`src/rtl/mem_access_unit_pkg.sv`:
```
// Shared definitions for the MEM stage: opcodes, FSM states, access sizes and decode helpers.
package mem_access_unit_pkg;

    localparam logic [5:0] EXE_LB_OPC  = 6'b100000;
    localparam logic [5:0] EXE_LH_OPC  = 6'b100001;
    localparam logic [5:0] EXE_LW_OPC  = 6'b100011;
    localparam logic [5:0] EXE_LBU_OPC = 6'b100100;
    localparam logic [5:0] EXE_LHU_OPC = 6'b100101;
    localparam logic [5:0] EXE_SB_OPC  = 6'b101000;
    localparam logic [5:0] EXE_SH_OPC  = 6'b101001;
    localparam logic [5:0] EXE_SW_OPC  = 6'b101011;

    typedef enum logic [0:0] {
        MA_IDLE   = 1'b0,
        MA_ACCESS = 1'b1
    } ma_state_e;

    typedef enum logic [1:0] {
        SZ_B = 2'd0,
        SZ_H = 2'd1,
        SZ_W = 2'd2
    } size_e;

    // Unknown opcodes fall back to a full word access
    function automatic size_e opc_size(input logic [5:0] opc);
        case (opc)
            EXE_LB_OPC, EXE_LBU_OPC, EXE_SB_OPC: opc_size = SZ_B;
            EXE_LH_OPC, EXE_LHU_OPC, EXE_SH_OPC: opc_size = SZ_H;
            default:                             opc_size = SZ_W;
        endcase
    endfunction

    function automatic logic opc_signed(input logic [5:0] opc);
        case (opc)
            EXE_LB_OPC, EXE_LH_OPC: opc_signed = 1'b1;
            default:                opc_signed = 1'b0;
        endcase
    endfunction

    function automatic logic misaligned(input logic [1:0] sz, input logic [1:0] lo);
        case (sz)
            SZ_H:    misaligned = lo[0];
            SZ_W:    misaligned = (lo != 2'b00);
            default: misaligned = 1'b0;
        endcase
    endfunction

endpackage

```
`src/rtl/mem_access_unit_lane.sv`:
```
// Byte-lane steering: store strobes/replicated data and load lane select with extension.
module mem_lane_align
    import mem_access_unit_pkg::*;
(
    input  logic [1:0]  st_size,
    input  logic [1:0]  st_addr,
    input  logic [31:0] sd,
    input  logic [1:0]  ld_size,
    input  logic [1:0]  ld_addr,
    input  logic        ld_signed,
    input  logic [31:0] rdata,
    output logic [3:0]  strb,
    output logic [31:0] wdata,
    output logic [31:0] load_val
);

    logic [7:0]  byte_s;
    logic [15:0] half_s;

    // Store strobes and lane-replicated write data
    always_comb begin
        case (st_size)
            SZ_B: begin
                strb  = 4'b0001 << st_addr;
                wdata = {4{sd[7:0]}};
            end
            SZ_H: begin
                strb  = st_addr[1] ? 4'b1100 : 4'b0011;
                wdata = {2{sd[15:0]}};
            end
            default: begin
                strb  = 4'b1111;
                wdata = sd;
            end
        endcase
    end

    // Load lane select followed by sign or zero extension
    always_comb begin
        case (ld_addr)
            2'd0:    byte_s = rdata[7:0];
            2'd1:    byte_s = rdata[15:8];
            2'd2:    byte_s = rdata[23:16];
            default: byte_s = rdata[31:24];
        endcase
        half_s = ld_addr[1] ? rdata[31:16] : rdata[15:0];
        case (ld_size)
            SZ_B:    load_val = {{24{ld_signed & byte_s[7]}}, byte_s};
            SZ_H:    load_val = {{16{ld_signed & half_s[15]}}, half_s};
            default: load_val = rdata;
        endcase
    end

endmodule

```
`src/rtl/mem_access_unit.sv`:
```
// MEM stage of the cqu_mips pipeline: data-memory req/ack handshake and write-back register.
// Optional macro MEM_ALIGN_CHECK_EN rejects misaligned halfword/word accesses with bus_err.
module mem_access_unit
    import mem_access_unit_pkg::*;
#(
    parameter int TIMEOUT_CYC = 255,
    parameter int CNT_W       = 8
) (
    input  logic        clk,
    input  logic        rstn,
    input  logic        mem_read_in,
    input  logic        mem_write_in,
    input  logic        mem_to_reg_in,
    input  logic        reg_write_in,
    input  logic [4:0]  write_reg_in,
    input  logic [31:0] alu_result_in,
    input  logic [31:0] mem_addr_in,
    input  logic [31:0] store_data_in,
    input  logic [31:0] inst_in,
    output logic        dreq,
    output logic        dwe,
    output logic [31:0] daddr,
    output logic [3:0]  dwstrb,
    output logic [31:0] dwdata,
    input  logic        dack,
    input  logic [31:0] drdata,
    output logic        stall_out,
    output logic [31:0] wb_data,
    output logic [4:0]  wb_reg,
    output logic        wb_we,
    output logic        bus_err
);

    localparam logic [CNT_W-1:0] TMO_LAST = CNT_W'(TIMEOUT_CYC - 1);

    ma_state_e        state_r;
    logic [CNT_W-1:0] cnt_r;

    // Stage register: the instruction currently owned by this stage
    logic        st_wb_pend_r;
    logic        st_is_store_r;
    logic        st_reg_write_r;
    logic        st_mem_to_reg_r;
    logic [4:0]  st_write_reg_r;
    logic [31:0] st_alu_r;
    logic [1:0]  st_size_r;
    logic        st_signed_r;
    logic [1:0]  st_addr_lo_r;

    logic [1:0]  in_size_s;
    logic        in_mem_s;
    logic        in_misalign_s;
    logic        stall_s;
    logic [3:0]  strb_s;
    logic [31:0] wdata_s;
    logic [31:0] load_val_s;
    logic        unused_s;

    assign in_size_s = opc_size(inst_in[31:26]);
    assign in_mem_s  = mem_read_in | mem_write_in;
    assign unused_s  = ^inst_in[25:0];

`ifdef MEM_ALIGN_CHECK_EN
    assign in_misalign_s = in_mem_s & misaligned(in_size_s, mem_addr_in[1:0]);
`else
    assign in_misalign_s = 1'b0;
`endif

    // The ack cycle releases the stall so the next instruction latches alongside completion
    assign stall_s   = (state_r == MA_ACCESS) & ~dack;
    assign stall_out = stall_s;

    mem_lane_align u_lane (
        .st_size   (in_size_s),
        .st_addr   (mem_addr_in[1:0]),
        .sd        (store_data_in),
        .ld_size   (st_size_r),
        .ld_addr   (st_addr_lo_r),
        .ld_signed (st_signed_r),
        .rdata     (drdata),
        .strb      (strb_s),
        .wdata     (wdata_s),
        .load_val  (load_val_s)
    );

    // FSM, wait counter, stage register and every registered output
    always_ff @(posedge clk or negedge rstn) begin
        if (!rstn) begin
            state_r         <= MA_IDLE;
            cnt_r           <= '0;
            st_wb_pend_r    <= 1'b0;
            st_is_store_r   <= 1'b0;
            st_reg_write_r  <= 1'b0;
            st_mem_to_reg_r <= 1'b0;
            st_write_reg_r  <= 5'd0;
            st_alu_r        <= 32'd0;
            st_size_r       <= 2'd0;
            st_signed_r     <= 1'b0;
            st_addr_lo_r    <= 2'd0;
            dreq            <= 1'b0;
            dwe             <= 1'b0;
            daddr           <= 32'd0;
            dwstrb          <= 4'd0;
            dwdata          <= 32'd0;
            wb_data         <= 32'd0;
            wb_reg          <= 5'd0;
            wb_we           <= 1'b0;
            bus_err         <= 1'b0;
        end else begin
            bus_err <= 1'b0;
            case (state_r)
                MA_IDLE: begin
                    if (st_wb_pend_r) begin
                        wb_data <= st_alu_r;
                        wb_reg  <= st_write_reg_r;
                        wb_we   <= st_reg_write_r;
                    end else begin
                        wb_we <= 1'b0;
                    end
                end
                MA_ACCESS: begin
                    if (dack) begin
                        cnt_r <= '0;
                        if (st_is_store_r) begin
                            wb_we <= 1'b0;
                        end else begin
                            wb_data <= st_mem_to_reg_r ? load_val_s : st_alu_r;
                            wb_reg  <= st_write_reg_r;
                            wb_we   <= st_reg_write_r;
                        end
                    end else if (cnt_r == TMO_LAST) begin
                        cnt_r   <= '0;
                        state_r <= MA_IDLE;
                        dreq    <= 1'b0;
                        dwe     <= 1'b0;
                        bus_err <= 1'b1;
                        wb_we   <= 1'b0;
                    end else begin
                        cnt_r <= cnt_r + CNT_W'(1);
                        wb_we <= 1'b0;
                    end
                end
                default: begin
                    state_r <= MA_IDLE;
                    dreq    <= 1'b0;
                    wb_we   <= 1'b0;
                end
            endcase

            if (!stall_s) begin
                st_wb_pend_r    <= ~in_mem_s;
                st_is_store_r   <= mem_write_in;
                st_reg_write_r  <= reg_write_in;
                st_mem_to_reg_r <= mem_to_reg_in;
                st_write_reg_r  <= write_reg_in;
                st_alu_r        <= alu_result_in;
                st_size_r       <= in_size_s;
                st_signed_r     <= opc_signed(inst_in[31:26]);
                st_addr_lo_r    <= mem_addr_in[1:0];
                if (in_mem_s && !in_misalign_s) begin
                    state_r <= MA_ACCESS;
                    dreq    <= 1'b1;
                    dwe     <= mem_write_in;
                    daddr   <= {mem_addr_in[31:2], 2'b00};
                    dwstrb  <= mem_write_in ? strb_s : 4'b0000;
                    dwdata  <= mem_write_in ? wdata_s : 32'd0;
                end else begin
                    state_r <= MA_IDLE;
                    dreq    <= 1'b0;
                    dwe     <= 1'b0;
                    dwstrb  <= 4'b0000;
                    dwdata  <= 32'd0;
                    bus_err <= in_misalign_s;
                end
            end
        end
    end

endmodule
```
`config.mk`:
```
export PLATFORM = sky130hd
export DESIGN_NAME = mem_access_unit
export DESIGN_NICKNAME = d
export VERILOG_FILES = /design/src/rtl/mem_access_unit_pkg.sv /design/src/rtl/mem_access_unit_lane.sv /design/src/rtl/mem_access_unit.sv
export SDC_FILE = /design/constraint.sdc
export NUM_CORES = 1
export LEC_CHECK = 0
export BUFFER_PORTS_ARGS = -buffer_cell sky130_fd_sc_hd__buf_4
export CAP_MARGIN = 20
export CORE_MARGIN = 10
export CORE_UTILIZATION = 52
export CTS_BUF_LIST = sky130_fd_sc_hd__clkbuf_8
export DETAILED_ROUTE_END_ITERATION = 16
export PLACE_DENSITY = 0.83
export REMOVE_ABC_BUFFERS = 1
export SYNTH_ARGS = -nofsm -noshare
export SYNTH_HDL_FRONTEND = slang
export SYNTH_HIERARCHICAL = 1
export SYNTH_SLANG_ARGS = --single-unit
```
`constraint.sdc`:
```
create_clock -name clk -period 2.6 [get_ports clk]
set_input_delay 0.26 -clock clk [delete_from_list [all_inputs] [get_ports clk]]
set_output_delay 0.26 -clock clk [all_outputs]
set_load 0.01 [all_outputs]
```
==> impl_results.md, run 1 <==
* Synth Flop Type: dfrtp_1
* Full die area at 0.0210 mm2
* Synth Area in Compound Gates at 7.79%
* Max-cap violations at 0
* Vias in the first global route at 6,986
* Seq/Total Area, Yosys at 50.1%
* CP arrival at 2590 ps
* Boundary pin count at 282
* GRT Residual Overflow at 0
* Largest net degree at the start of global routing at 87
* Synth area leaders: dfrtp_1 (50%), mux2_2 (13%), nand2_1 (10%)
* Worst-case hold slack at 16.8 ps
* Final max-slew violation count at 0
* Per-cell routed wire length at 19.7 um
* Starting density of the core at 53.1%
* Cell taking the most area after synthesis: dfrtp_1
* TritonCTS clock tree: done
* DRT antenna net count at 0
* All-Layer GR Usage at 23.3%
* Slew of the pin with the lowest slew margin at 599 ps
* Leakage power at 5.42 nW
* Fmax at 444 MHz
* Area delta synth->final at 33.7%
* Clk buf depth at 2
* Fin util at 71.0%
* Adder-Cell Fraction of Synth Area at 0.309%
* Most numerous cell in the Yosys netlist: nand2_1
* Setup Buffers After CTS at 0
* Max incr delay on CP at 430 ps
* Synth warnings at 6
* Drt total wl at 25.0 mm
* Register bit count reported by yosys at 162
* Post-synthesis average cell area at 10.4 um2
* Synth Instances at 781
* Commonest cells in the synthesized netlist: nand2_1 (226), dfrtp_1 (162), mux2_2 (93), a21oi_1 (43), nand3_1 (39)
* Total iterations of the first detailed-routing run at 5
* GR Util met1 at 27.2%
* Worst Setup SP: st_addr_lo_r[0]$_DFFE_PN0P_
* Overall Power at 7.44 mW
* Status: finished, final reports clean
* Final Critical Period at 2250 ps
* Core area at 0.0153 mm2
* Main combinational cell family by area after synthesis: multiplexers
* Worst Setup Start Kind: flip-flop
* Post-synth EDFFs at 0
* Post-CTS Resized at 0
* Worst Path Required at 2940 ps
* RSZ-0062 raised after global routing: no
* First-pass GRT wire length at 38.0 mm
* CTS H-tree depth at 4
* Simple-gate share of the synthesized area at 16.3%
* FILL cells at 1,115
* CP dominant cell by count: mux2_2
* Reg clk slew, reported paths at 90 ps
* Initial antenna violation count at 1
* Power per cell area at 687 mW/mm2
* Fin crit share at 86.6%
* Maximum VDD drop at 0.363 mV
* CP top delay family: multiplexers
* M3 GR Usage at 11.5%
* # nets final at 1,219
* HPWL after DPL at 18.0 mm
* Die height at 145 um
* DR vias/cell at 5.35
* Slew margin rel. at 60.0%
* Top-area cell type share of the netlist area at 50.1%
* Share of cells above drive strength 1 at 40.3%
* DRT iter0 DRCs at 424
* Routability Congestion at 0.865
* Clock latency on the worst-skew pair at 450 ps
* Final setup skew at 11.9 ps
* Synthesized cell area at 0.00810 mm2
* HP Class: in2reg
* RR Startpoint: st_addr_lo_r[0]$_DFFE_PN0P_
* Post-synthesis mux area share at 20.1%
* Worst Hold Launch: alu_result_in[7]
* Setup violators final at 0
* Top Usage Layer GRT: met2
* Row cnt at 45
* Slowest CP cell: dfrtp_1
* Post-Synth XOR/XNOR Area at 0%
* Ys async rst share at 100%
* Count of cell types in the netlist at 52
* CTS Buf Count at 17
* Largest registers: dwdata (32), st_alu_r (32), wb_data (32)
* CP cell instances: mux2_2 -> a22oi_4 -> buf_4 -> a21oi_1 -> mux2_2 -> mux2_4
* CP Max Fanout at 14
* CTS Hold Buffers Added at 29
* Critical path class: reg2reg
* Drt drc at 0
* Critical Path End Type: flip-flop
* Via count at 6,790
* TritonCTS Sinks at 162
* IO Port Bufs at 253
* Crit path buf inv count at 1
* M2 GR Usage at 37.7%
* Final Hold Fails at 0
* Clk root buf: clkbuf_8
* Die Wd at 145 um
-- metal layers --
layer	routed length [um]	up-vias
li1	-	3173
met1	9270	3284
met2	12200	314
met3	3180	19
met4	382	0
met5	0	-
-- stage by stage --
| step | cell area (um2) | cells | worst slack (ps) | setup TNS (ps) |
|---|---|---|---|---|
| 3_3_place_gp | 10100 | 1201 | 281 | 0 |
| 4_1_cts | 10800 | 1262 | 351 | 0 |
| 2_1_floorplan | 7700 | 721 | -1380 | -89480 |
| 3_5_place_dp | 10100 | 1201 | 208 | 0 |
| 5_1_grt | 10800 | 1270 | 236 | 0 |
| 6_report | 10800 | 1270 | 348 | 0 |
-- tightest hold or removal path, cell delays in order --
cell and delay (ps):
buf_4 80, nand2_1 40, nand2_1 50
-- cells by family after synthesis --
group / Yosys count
flip-flops: 162
buffers and inverters: 72
AND/OR/NAND/NOR: 309
multiplexers: 140
other: 1
adder cells (fa/ha/maj): 2
AO/OA/AOI/OAI: 95
-- cell type report --
class                           instances  area [um2]  share of cell area, %
Clock buffer                           17         234                   2.16
Tap cell                              211         264                   2.44
Multi-Input combinational cell        548        3630                   33.5
Inverter                               11        43.8                  0.404
Timing Repair Buffer                  305        2430                   22.4
Clock inverter                         15         174                   1.61
Antenna cell                            1        2.50                 0.0231
Sequential cell                       162        4050                   37.4
-- worst paths after layout --
| check | to | cells past startpoint | slack (ps) |
|---|---|---|---|
| worst min-delay path | st_alu_r[7]$_DFFE_PN0P_ | 3 | 20 |
| worst max register to register | wb_data[31]$_DFFE_PN0P_ | 6 | 350 |
| worst min register to register | st_alu_r[3]$_DFFE_PN0P_ | 2 | 470 |
| worst max-delay path | wb_data[31]$_DFFE_PN0P_ | 6 | 350 |
| max in group asynchronous | dwdata[16]$_DFFE_PN0P_ | 3 | 1580 |
| min in group asynchronous | wb_data[25]$_DFFE_PN0P_ | 2 | 290 |
-- power by group --
group          internal, mW  total [mW]  switching [mW]
sequential             2.97        3.26           0.286
clock                 0.884        1.90            1.02
combinational          1.25        2.28            1.03
total                  5.10        7.44            2.33
-- cell usage in the layout (no fill, tap or decap), drive strengths merged, types with 2 or more instances in the layout --
| cell type | Yosys | layout |
|---|---|---|
| o221ai | 10 | 10 |
| o21bai | 3 | 3 |
| dfrtp | 162 | 162 |
| nor2b | 20 | 20 |
| bufinv | 0 | 2 |
| conb | 1 | 2 |
| and2 | 2 | 2 |
| clkbuf | 11 | 17 |
| nor2 | 9 | 9 |
| nand4 | 2 | 2 |
| clkinv | 0 | 6 |
| nand3 | 39 | 39 |
| a21o | 3 | 3 |
| nand2b | 2 | 2 |
| mux2 | 118 | 118 |
| dlygate4sd3 | 0 | 35 |
| mux2i | 22 | 22 |
| buf | 50 | 270 |
| ha | 2 | 2 |
| o22a | 7 | 7 |
| inv | 11 | 17 |
| or3 | 2 | 2 |
| o21ai | 13 | 13 |
| or4 | 2 | 2 |
| a21oi | 44 | 44 |
| o21a | 3 | 3 |
| nand2 | 227 | 227 |
Power figures use the tool's default switching activity.
==> run 2, diff against run 1 <==
--- a/config.mk
+++ b/config.mk
@@ -8,10 +8,10 @@
 export BUFFER_PORTS_ARGS = -buffer_cell sky130_fd_sc_hd__buf_4
 export CAP_MARGIN = 20
 export CORE_MARGIN = 10
-export CORE_UTILIZATION = 52
+export CORE_UTILIZATION = 35
 export CTS_BUF_LIST = sky130_fd_sc_hd__clkbuf_8
 export DETAILED_ROUTE_END_ITERATION = 16
-export PLACE_DENSITY = 0.83
+export PLACE_DENSITY = 0.59
 export REMOVE_ABC_BUFFERS = 1
 export SYNTH_ARGS = -nofsm -noshare
 export SYNTH_HDL_FRONTEND = slang
==> impl_results.md, run 2 (synthesis gave the netlist of run 1 again) <==
* Total iterations of the first detailed-routing run at 4 (-1)
* Vias in the first global route at 7,180 (+2.8%)
* Starting density of the core at 35.7% (-17 points)
* Largest net degree at the start of global routing at 87 (unchanged)
* All-Layer GR Usage at 17.9% (-5.4 points)
* Worst Path Required at 2340 ps (-600 ps)
* Boundary pin count at 282 (unchanged)
* Drt total wl at 26.8 mm (+7.1%)
* Power per cell area at 666 mW/mm2 (-3.0%)
* Clock latency on the worst-skew pair at 460 ps (about the same)
* Setup TNS at 0 ps (unchanged)
* Fin crit share at 90.1% (+3.5 points)
* HPWL after DPL at 18.8 mm (+4.3%)
* HP Class: in2reg
* FF-to-FF End: st_signed_r$_DFFE_PN0P_
* IO Port Bufs at 253 (unchanged)
* Core area at 0.0227 mm2 (+49%)
* Critical path class: reg2out
* RR Startpoint: state_r$_DFF_PN0_
* TritonCTS clock tree: done
* GRT Residual Overflow at 0 (unchanged)
* Final max-slew violation count at 0 (unchanged)
* Max incr delay on CP at 580 ps (+150 ps)
* Worst-case hold slack at 47.8 ps (+31.0 ps)
* Largest registers: dwdata (32), st_alu_r (32), wb_data (32)
* Setup violators final at 0 (unchanged)
* Share of cells above drive strength 1 at 39.0% (-1.2 points)
* Max-cap violations at 0 (unchanged)
* Status: finished, final reports clean
* CP arrival at 2080 ps (-510 ps)
* Final Hold Fails at 0 (unchanged)
* DR vias/cell at 4.89 (-8.5%)
* Full die area at 0.0296 mm2 (+41%)
* Slew margin rel. at 30.5% (-29 points)
* Post-CTS Resized at 0 (unchanged)
* Area delta synth->final at 40.1%
* Final setup skew at 21.3 ps (+9.40 ps)
* Via count at 6,775 (-0.22%)
* Worst Setup Start Kind: flip-flop
* Routability Congestion at 0.821 (-5.1%)
* RSZ-0062 raised after global routing: no
* # nets final at 1,260 (+3.4%)
* CP Max Fanout at 86 (+72)
* Leakage power at 5.60 nW (+3.4%)
* DRT antenna net count at 0 (unchanged)
* Fmax at 427 MHz (-3.9%)
* Worst Hold Launch: mem_addr_in[0]
* Initial antenna violation count at 2 (+1)
* Leading cell type in the layout, fill and taps excluded: buf_4
* CP cell instances: nand2b_4 -> inv_4 -> buf_12 -> buf_4
* CTS Buf Count at 17 (unchanged)
* Reg clk slew, reported paths at 100 ps (about the same)
* Critical Path End Type: primary output
* Per-cell routed wire length at 19.3 um (-1.8%)
* Worst Hold Endpoint: st_addr_lo_r[0]$_DFFE_PN0P_
* Reg2reg path depth at 6 (unchanged)
* Drt drc at 0 (unchanged)
* Commonest non-fill, non-tap cells in the layout: buf_4 (268), nand2_1 (226), dfrtp_1 (162)
* R2R setup slack at 340 ps (about the same)
* TritonCTS Sinks at 162 (unchanged)
* Maximum VDD drop at 0.319 mV (-12%)
* Setup Buffers After CTS at 0 (unchanged)
* Slew of the pin with the lowest slew margin at 1040 ps (+441 ps)
* Final Critical Period at 2340 ps (+90.6 ps)
* Die height at 172 um (+19%)
* Row cnt at 55 (+22%)
* CTS H-tree depth at 4 (unchanged)
* WHS Path Cells at 3 (unchanged)
* First-pass GRT wire length at 41.3 mm (+8.7%)
* Die Wd at 172 um (+19%)
* Clk root buf: clkbuf_8
* Clk buf depth at 2 (unchanged)
* DRT iter0 DRCs at 341 (-20%)
* Slowest CP cell: dfrtp_1
run 2: through the flow:
| stage | power (mW) | area, um2 | setup WS, ps | cells | util, % |
|---|---|---|---|---|---|
| 3_3_place_gp | 5.54 | 10200 | 401 | 1279 | 44.8 |
| 4_1_cts | 7.67 | 11300 | 189 | 1384 | 50.0 |
| 6_report | 7.56 | 11300 | 257 | 1385 | 50.0 |
| 2_1_floorplan | 4.35 | 7700 | -1380 | 721 | - |
| 3_5_place_dp | 5.58 | 10200 | 367 | 1279 | 44.8 |
| 5_1_grt | 8.01 | 11300 | 91.9 | 1385 | 50.0 |
run 2: area by class of cell:
| type | instances | area (um2) |
|---|---|---|
| clock inverter | 15 | 199 |
| clock buffer | 17 | 234 |
| multi-input combinational | 548 | 3630 |
| fill | 2134 | 11400 |
| timing repair buffer | 346 | 2830 |
| inverter | 11 | 43.8 |
| antenna | 1 | 2.50 |
| tap | 285 | 357 |
| sequential | 162 | 4050 |
run 2: routing by layer:
layer  vias to the layer above  track usage (%)  wire [um]
met4                         2             3.56        143
met3                         9             8.87       2930
met2                       240             27.5      12100
met1                      3270             22.4      11600
li1                       3254                -          -
met5                         -                0          8
run 2: repair_timing:
action,in CTS,in global routing
hold buffers,73,0
endpoints found under the hold margin,124,0
endpoints found under the setup margin,0,0
run 2: worst max-delay path by stage:
| stage | from | to | slack [ps] |
|---|---|---|---|
| global route | state_r$_DFF_PN0_ | stall_out | 90 |
| finish | state_r$_DFF_PN0_ | stall_out | 260 |
| global placement | inst_in[27] | dwdata[13]$_DFFE_PN0P_ | 400 |
| detailed placement | inst_in[27] | dwdata[12]$_DFFE_PN0P_ | 370 |
| CTS | state_r$_DFF_PN0_ | stall_out | 190 |
| floorplan | state_r$_DFF_PN0_ | daddr[10]$_DFFE_PN0P_ | -1380 |
run 2: power breakdown:
group / internal, mW / switching (mW) / leakage [nW]
Clock: 0.756 / 1.21 / 0.213
Sequential: 2.97 / 0.291 / 1.98
Combinational: 1.29 / 1.05 / 3.40
run 2: critical path, delay by kind of cell (launching register included):
kind          cells  cell delay, ps
simple gates      1             280
buf+inv           3             730
flops             1             580
==> run 3, diff against run 2 <==
--- a/config.mk
+++ b/config.mk
@@ -11,7 +11,7 @@
 export CORE_UTILIZATION = 35
 export CTS_BUF_LIST = sky130_fd_sc_hd__clkbuf_8
 export DETAILED_ROUTE_END_ITERATION = 16
-export PLACE_DENSITY = 0.59
+export PLACE_DENSITY = 0.62
 export REMOVE_ABC_BUFFERS = 1
 export SYNTH_ARGS = -nofsm -noshare
 export SYNTH_HDL_FRONTEND = slang
==> constraint.sdc (replaced) <==
create_clock -name clk -period 1.95 [get_ports clk]
set_input_delay 0.195 -clock clk [delete_from_list [all_inputs] [get_ports clk]]
set_output_delay 0.195 -clock clk [all_outputs]
set_load 0.01 [all_outputs]
==> impl_results.md, run 3 (synthesis gave the netlist of run 1 again) <==
* Drt drc at 0 (unchanged)
* Boundary pin count at 282 (unchanged)
* Leakage power at 5.74 nW (+2.6%)
* HPWL after DPL at 18.8 mm (about the same)
* DRT iter0 DRCs at 374 (+9.7%)
* Max-cap violations at 0 (unchanged)
* Vias in the first global route at 7,489 (+4.3%)
* Die Wd at 172 um (unchanged)
* Critical Path End Type: flip-flop
* Share of cells above drive strength 1 at 39.8% (+0.71 points)
* Core area at 0.0227 mm2 (unchanged)
* Final setup skew at 15.4 ps (-5.84 ps)
* Slew of the pin with the lowest slew margin at 598 ps (-442 ps)
* Total iterations of the first detailed-routing run at 5 (+1)
* Reg clk slew, reported paths at 100 ps (about the same)
* Die height at 172 um (unchanged)
* Final max-slew violation count at 0 (unchanged)
* Fin util at 51.4% (+1.5 points)
* Per-cell routed wire length at 19.2 um (-0.74%)
* FILL cells at 2,072 (-2.9%)
* Clock latency on the worst-skew pair at 460 ps (about the same)
* DR vias/cell at 4.97 (+1.5%)
* Clk buf depth at 2 (unchanged)
* Worst Path Required at 2290 ps (-50 ps)
* DRT antenna net count at 0 (unchanged)
* Maximum VDD drop at 0.454 mV (+42%)
* Finished Layout Cells at 1,409 (+1.7%)
* Placed Cells at 1,289 (+0.78%)
* Largest net degree at the start of global routing at 76 (-13%)
* Critical path class: reg2reg
* TritonCTS clock tree: done
* Initial antenna violation count at 2 (unchanged)
* Clk root buf: clkbuf_8
* Routability Congestion at 0.839 (+2.3%)
* # nets final at 1,283 (+1.8%)
* Final Hold Fails at 0 (unchanged)
* Final Critical Period at 1940 ps
* Fin crit share at 99.6%
* Via count at 6,998 (+3.3%)
* CTS H-tree depth at 4 (unchanged)
* Status: finished, final reports clean
* CP arrival at 2280 ps (+200 ps)
* Commonest non-fill, non-tap cells in the layout: buf_4 (269), nand2_1 (226), dfrtp_1 (161)
* Slew margin rel. at 59.6% (+29 points)
* Row cnt at 55 (unchanged)
* Power per cell area at 873 mW/mm2 (+31%)
* Overall Power at 10.2 mW (+35%)
* Full die area at 0.0296 mm2 (unchanged)
* GRT Residual Overflow at 0 (unchanged)
* Starting density of the core at 35.7% (unchanged)
* All-Layer GR Usage at 18.1% (+0.19 points)
* First-pass GRT wire length at 42.0 mm (+1.7%)
* HP Class: in2reg
* IO Port Bufs at 253 (unchanged)
* Largest registers: dwdata (32), st_alu_r (32), wb_data (32)
* Fmax at 515 MHz
* RSZ-0062 raised after global routing: yes
* Drt total wl at 27.0 mm (+0.98%)
* Area delta synth->final at 44.2%
* Setup TNS at 0 ps (unchanged)
* CP Max Fanout at 10 (-88%)
* Worst Setup Start Kind: flip-flop
* Setup violators final at 0 (unchanged)
* TritonCTS Sinks at 162 (unchanged)
* CTS Buf Count at 17 (unchanged)
* Leading cell type in the layout, fill and taps excluded: buf_4
* Worst-case hold slack at 54.8 ps (+7.03 ps)
-- run 3: cell count changes in the layout (fill, tap and decap cells not counted), sizes merged --
cell and change:
buf +12, bufinv +1, clkinv -5, diode +1, dlygate4sd3 +11, inv +4
-- run 3: timing repair --
item                       CTS  global route
pin swaps                    1             0
buffers inserted             0             1
hold endpoints to repair   130             0
hold buffers                84             0
setup endpoints to repair   15            26
gates resized for setup      7             1
-- run 3: layer usage --
layer	vias to the layer above	wire length [um]	track usage (%)	share of wire (%)
met5	-	0	0	0
met1	3413	11500	22.7	42
li1	3301	-	-	-
met4	0	354	4.54	1.3
met2	261	12100	27.8	45
met3	23	3130	8.25	12
-- run 3: through the flow --
step           worst slack [ps]  instance area [um2]
3_3_place_gp              -23.0                10400
3_5_place_dp              -98.9                10400
2_1_floorplan             -2030                 7700
4_1_cts                    7.48                11700
6_report                   8.35                11700
5_1_grt                   -93.6                11700
-- run 3: final timing paths --
kind | from | end | slack (ps) | depth (start not counted)
hold reg to reg | st_alu_r[22]$_DFFE_PN0P_ | st_alu_r[22]$_DFFE_PN0P_ | 470 | 2
max in group asynchronous | rstn | wb_data[19]$_DFFE_PN0P_ | 1070 | 3
hold / removal | mem_read_in | state_r$_DFF_PN0_ | 50 | 3
min in group asynchronous | rstn | st_alu_r[0]$_DFFE_PN0P_ | 230 | 2
setup / recovery | st_addr_lo_r[0]$_DFFE_PN0P_ | wb_data[12]$_DFFE_PN0P_ | 8 | 6
setup reg to reg | st_addr_lo_r[0]$_DFFE_PN0P_ | wb_data[12]$_DFFE_PN0P_ | 8 | 6
-- run 3: power breakdown --
group	internal (mW)	leakage, nW	switching, mW
sequential	3.96	1.98	0.390
combinational	1.80	3.55	1.43
clock	1.10	0.211	1.51
total	6.87	5.74	3.33
-- run 3: area by class of cell --
class | instances | area (um2) | share of cell area [%]
Inverter | 11 | 43.8 | 0.375
Clock buffer | 17 | 234 | 2.00
Multi-Input combinational cell | 548 | 3650 | 31.2
Tap cell | 285 | 357 | 3.05
Sequential cell | 162 | 4060 | 34.7
Clock inverter | 15 | 180 | 1.54
Timing Repair Buffer | 369 | 3160 | 27.0
Antenna cell | 2 | 5.00 | 0.0428
-- run 3: critical path, stage by stage, from the launching register on --
cell and delay [ps]:
dfrtp_1 430, mux2_4 320, a22oi_4 250, buf_12 170, o221ai_1 120, mux2_2 280
mux2_2 260
